## config.mk

```make
export PLATFORM = sky130hd
export DESIGN_NAME = crc_packet_ctrl
export DESIGN_NICKNAME = d
export VERILOG_FILES = /design/src/rtl/crc_packet_ctrl.sv
export SDC_FILE = /design/constraint.sdc
export NUM_CORES = 1
export LEC_CHECK = 0
export ABC_CLOCK_PERIOD_IN_PS = 14400
export BUFFER_PORTS_ARGS = -buffer_cell sky130_fd_sc_hd__buf_2
export CORE_ASPECT_RATIO = 0.8
export CORE_UTILIZATION = 35
export DETAILED_ROUTE_END_ITERATION = 12
export PLACE_DENSITY = 0.58
export SYNTH_ARGS = -nofsm -noshare
export SYNTH_HDL_FRONTEND = slang
export SYNTH_SLANG_ARGS = --single-unit
```

## constraint.sdc

```tcl
create_clock -name i_clock -period 14.4 [get_ports i_clock]
set_input_delay 2.16 -clock i_clock [delete_from_list [all_inputs] [get_ports i_clock]]
set_output_delay 2.16 -clock i_clock [all_outputs]
set_load 0.02 [all_outputs]
```

## src/rtl/crc_packet_ctrl.sv

```systemverilog
// crc_packet_ctrl: buffers a length-prefixed byte packet and streams it MSB-first, zero-augmented, into a serial CRC engine
module crc_packet_ctrl #(
    parameter int MAX_BYTES    = 16,
    parameter int DONE_TIMEOUT = 64
) (
    input  logic        i_clock,
    input  logic        i_reset,
    input  logic [7:0]  i_in_byte,
    input  logic        i_in_valid,
    output logic        o_in_ready,
    output logic        o_crc_start,
    output logic        o_crc_data,
    input  logic        i_crc_done,
    input  logic [15:0] i_crc_r,
    output logic [15:0] o_result,
    output logic        o_err_len,
    output logic        o_err_timeout,
    output logic        o_result_valid,
    input  logic        i_result_ready
);
    localparam int NBITS = 8 * (MAX_BYTES + 1);
    localparam int CW    = $clog2((NBITS > DONE_TIMEOUT ? NBITS : DONE_TIMEOUT) + 17);
    localparam int IW    = MAX_BYTES > 1 ? $clog2(MAX_BYTES) : 1;

    typedef enum logic [2:0] {
        S_IDLE, S_COLLECT, S_DRAIN, S_START, S_SHIFT, S_PAD, S_WAIT, S_RESULT
    } state_t;

    state_t        r_state, w_next;
    logic [7:0]    r_len, r_idx;
    logic [CW-1:0] r_cnt, w_cnt_nx;
    logic [7:0]    r_buf [MAX_BYTES];
    logic          r_data, r_err_len, r_err_to;
    logic [15:0]   r_result;
    logic          w_xfer, w_last_byte, w_last_bit, w_timeout, w_count;
    logic [CW-4:0] w_bsel;
    logic [7:0]    w_byte;

    assign o_in_ready     = r_state inside {S_IDLE, S_COLLECT, S_DRAIN};
    assign o_crc_start    = r_state == S_START;
    assign o_crc_data     = r_data;
    assign o_result_valid = r_state == S_RESULT;
    assign o_result       = r_result;
    assign o_err_len      = r_err_len;
    assign o_err_timeout  = r_err_to;

    assign w_xfer      = i_in_valid && o_in_ready;
    assign w_last_byte = r_idx == r_len - 8'd1;
    assign w_last_bit  = r_cnt == CW'({r_len, 3'b111});
    assign w_timeout   = r_cnt == CW'(DONE_TIMEOUT - 1);
    // r_cnt restarts on every state change so each phase counts from zero
    assign w_count     = r_state inside {S_SHIFT, S_PAD, S_WAIT} && w_next == r_state;
    assign w_cnt_nx    = w_count ? r_cnt + 1'b1 : '0;
    assign w_bsel      = w_cnt_nx[CW-1:3];
    assign w_byte      = (w_bsel == '0) ? r_len : r_buf[IW'(w_bsel - 1'b1)];

    always_comb begin
        w_next = r_state;
        case (r_state)
            S_IDLE:    if (w_xfer) w_next = i_in_byte == 8'd0 ? S_START :
                                            i_in_byte > 8'(MAX_BYTES) ? S_DRAIN : S_COLLECT;
            S_COLLECT: if (w_xfer && w_last_byte) w_next = S_START;
            S_DRAIN:   if (w_xfer && w_last_byte) w_next = S_RESULT;
            S_START:   w_next = S_SHIFT;
            S_SHIFT:   if (w_last_bit) w_next = S_PAD;
            S_PAD:     if (r_cnt == CW'(15)) w_next = S_WAIT;
            S_WAIT:    if (i_crc_done || w_timeout) w_next = S_RESULT;
            S_RESULT:  if (i_result_ready) w_next = S_IDLE;
            default:   w_next = S_IDLE;
        endcase
    end

    always_ff @(posedge i_clock) begin
        if (i_reset) r_state <= S_IDLE;
        else         r_state <= w_next;
    end

    always_ff @(posedge i_clock) begin
        if (r_state == S_COLLECT && w_xfer) r_buf[IW'(r_idx)] <= i_in_byte;
    end

    always_ff @(posedge i_clock) begin
        if (i_reset) begin
            r_len    <= '0;
            r_idx    <= '0;
            r_cnt    <= '0;
            r_data   <= 1'b0;
            r_result <= '0;
            r_err_len <= 1'b0;
            r_err_to <= 1'b0;
        end else begin
            r_cnt  <= w_cnt_nx;
            r_data <= w_next == S_SHIFT && w_byte[~w_cnt_nx[2:0]];
            if (r_state == S_IDLE) r_idx <= '0;
            else if (w_xfer)       r_idx <= r_idx + 8'd1;
            if (r_state == S_IDLE && w_xfer) r_len <= i_in_byte;
            if (r_state == S_DRAIN && w_next == S_RESULT) r_err_len <= 1'b1;
            if (r_state == S_WAIT && i_crc_done)     r_result <= i_crc_r;
            else if (r_state == S_WAIT && w_timeout) r_err_to <= 1'b1;
            if (r_state == S_RESULT && i_result_ready) begin
                r_result  <= '0;
                r_err_len <= 1'b0;
                r_err_to  <= 1'b0;
            end
        end
    end
endmodule

```

==> summary.md <==
| Metric | Value |
|---|---|
| Status | `finished, final reports clean` |
| Reg2reg start | `r_cnt[0]` |
| Post-CTS Repair Setup Buffers | `0` |
| Initial antenna violation count | `0` |
| Clock skew | `0.00967 ns` |
| Yosys warnings | `0` |
| Total core area | `21900 um2` |
| CTS sink count | `174` |
| Largest delay contributor family on the critical path | `compound AO/OA/AOI/OAI gates` |
| Post-synth top area share | `0.485` |
| Post-synthesis mux area share | `0.0888` |
| Largest net degree at the start of global routing | `39` |
| DRC viols | `0` |
| Starting Density | `0.362` |
| Hold-fix buffers, CTS | `0` |
| Total CTS buffers | `17` |
| Total grt overflow | `0` |
| CP required | `14.70 ns` |
| CP max-delay cell | `ha_1` |
| Largest cells by area after synthesis | `edfxtp_1 (48%), dfxtp_1 (12%), mux2i_1 (5.0%)` |
| Sequential-to-total area share from yosys stat | `0.601` |
| RSZ-0062 raised after global routing | `false` |
| Die W | `170 um` |
| Slew HR | `0.159` |
| Pwr dens | `118 nW/um2` |
| Root buffer cell | `clkbuf_16` |
| Origin of the worst setup path | `i_crc_done` |
| Worst vdd ir | `0.0790 mV` |
| Compound-Gate Fraction of Synth Area | `0.113` |
| Full die area | `23300 um2` |
| Leading area contributor after synthesis | `edfxtp_1` |
| Layout area overhead | `14.3%` |
| Crit path kind | `in2reg` |
| Min-Delay Startpoint | `o_result[7]` |
| Routed WL per cell | `20.1 um` |
| Routed Antenna Nets | `0` |
| DP Area | `8440 um2` |
| Gr usage total | `0.180` |
| Final WL | `20.3 mm` |
| Final Wtd Congestion | `0.916` |
| I/O pin total | `51` |
| Most frequent cell after synthesis | `edfxtp_1` |
| Max_cap viols | `0` |
| Initial DRT Pass Iterations | `6` |
| Crit path time final | `7.09 ns` |
| Cts repair resizes | `0` |
| #FFs+latches synth | `174` |
| Crit end category | `flop` |
| Critical-path cell list | `buf_2, or3_1, o22a_1, a211oi_4, buf_4, inv_2, ha_1, a211o_1, o311a_2, nand2_2, mux2i_1, o22ai_1, o31a_1, o2111a_1, or4_1` |
| Design area | `9060 um2` |
| Post-synthesis area per instance | `12.1 um2` |
| First-pass GRT wire length | `30.6 mm` |
| Via density | `5.43` |
| CTS tree | `yes` |
| Final slew viol count | `0` |
| H-tree depth | `4` |
| # port buffers | `50` |
| Number of flops mapped to enable cells by yosys | `128` |
| Die height | `137 um` |
| DP HPWL | `13.8 mm` |
| Setup-failing EPs final | `0` |
| Initial DRC count | `530` |
| Worst path arrival time | `7.39 ns` |
| CP Launch Type | `primary input` |
| Clk_lat worst skew | `0.43 ns` |
| Buf+Inv Stages, Crit Path | `3` |
| Vias in the first global route | `5155` |
| Leakage | `3.16 nW` |
| NumNets Final | `731` |
| Slew @ Worst Pin | `1.26 ns` |
| Worst Reg-to-Reg Cells | `16` |
| Clock buffer depth | `2` |
| Crit path largest cell delay | `0.55 ns` |
| Synthesized area | `7930 um2` |
| Adder-Cell Fraction of Synth Area | `0.0126` |
| Syn_nets | `695` |
| Share of cells above drive strength 1 | `0.164` |
| Final WS setup | `7.31 ns` |
| # diodes | `0` |
| Crit-path max FO | `31` |
| Ys flop type | `edfxtp_1` |
| # rows | `48` |
| Largest family of logic cells by synthesized area | `simple AND/OR/NAND/NOR gates` |
| Final period util | `0.492` |
| Final Core Density | `0.413` |
| Netlist cell types | `71` |
| Synth cell count leaders | `edfxtp_1 (128), nand2_1 (88), nor2_1 (48), dfxtp_1 (46), a21oi_1 (43)` |
| Area share of xor/xnor cells in the synthesized design | `0.0327` |
| Worst hold path cell count | `2` |
| Routed via count | `5463` |
| Setup TNS | `0 ns` |
| Async set-reset flop share out of synthesis | `0` |
| CP Depth | `15` |
| Final hold violation count | `0` |
| Simple-gate area share of the yosys netlist | `0.127` |
| Fmax | `141 MHz` |
| Clock slew at reported path FFs | `0.07 ns` |
| Cells after synthesis | `658` |
| Worst slack at placement | `6.92 ns` |
| Hold WC Path Type | `reg2reg` |
path summary, 6_finish.rpt:
| check | endpoint | slack [ns] |
|---|---|---|
| worst min register to register | o_result[7] | 0.45 |
| worst min-delay path | o_result[7] | 0.45 |
| worst max-delay path | o_crc_data | 7.31 |
| worst max register to register | o_crc_data | 8.22 |
worst min-delay path: cells and delay by family, from the launching register on:
kind,cells,cell delay (ns)
compound gates,1,0.05
flops,1,0.31
simple gates,1,0.05
stage by stage:
| step | total power, W | instances | hold WS (ns) |
|---|---|---|---|
| floorplan | 0.000571 | 658 | 0.456 |
| global placement | 0.000585 | 975 | 0.440 |
| detailed placement | 0.000587 | 975 | 0.443 |
| CTS | 0.00107 | 1007 | 0.453 |
| global route | 0.00109 | 1007 | 0.470 |
| finish | 0.00106 | 1007 | 0.454 |
flip-flops by register name, summed over array words and instances (netlist names):
name / count
r_idx: 8
o_err_timeout: 1
r_len: 8
r_state: 3
o_crc_data: 1
o_err_len: 1
r_cnt: 8
o_result: 16
r_buf: 128
cells by family (layout without fill, tap and decap cells):
group | count (synthesis) | count (layout)
AO/OA/AOI/OAI | 128 | 128
XOR/XNOR | 28 | 28
adder cells (fa/ha/maj) | 8 | 8
buffers and inverters | 45 | 94
flip-flops | 174 | 174
multiplexers | 56 | 56
AND/OR/NAND/NOR | 219 | 219
placed cells by master, fill, tap and decap left out, drive strengths merged, types with 14 or more instances in the layout:
cell    instances
edfxtp        128
nand2          89
buf            54
nor2           49
dfxtp          46
a21oi          43
mux2i          40
o21ai          20
clkbuf         18
nor3           18
inv            17
nand3          15
xor2           14
power by group:
part	internal, W	switching, W
Sequential	0.000539	0.00000468
Combinational	0.0000114	0.0000211
Clock	0.000281	0.000208
Total	0.000831	0.000234
area by class of cell:
class	count	area, um2
multi-input cells	439	2990
clock buffers	18	429
fillers	2028	12900
flip-flops and latches	174	4760
clock inverters	14	196
well taps	300	375
inverters	8	30.0
repair buffers	54	280
layer usage:
layer | vias up | track usage | share of wire
li1 | 2532 | - | -
met1 | 2734 | 0.260 | 0.47
met2 | 177 | 0.273 | 0.46
met3 | 20 | 0.0385 | 0.061
met4 | 0 | 0.0450 | 0.012
met5 | - | 0 | 0
(Power assumes the default switching activity.)
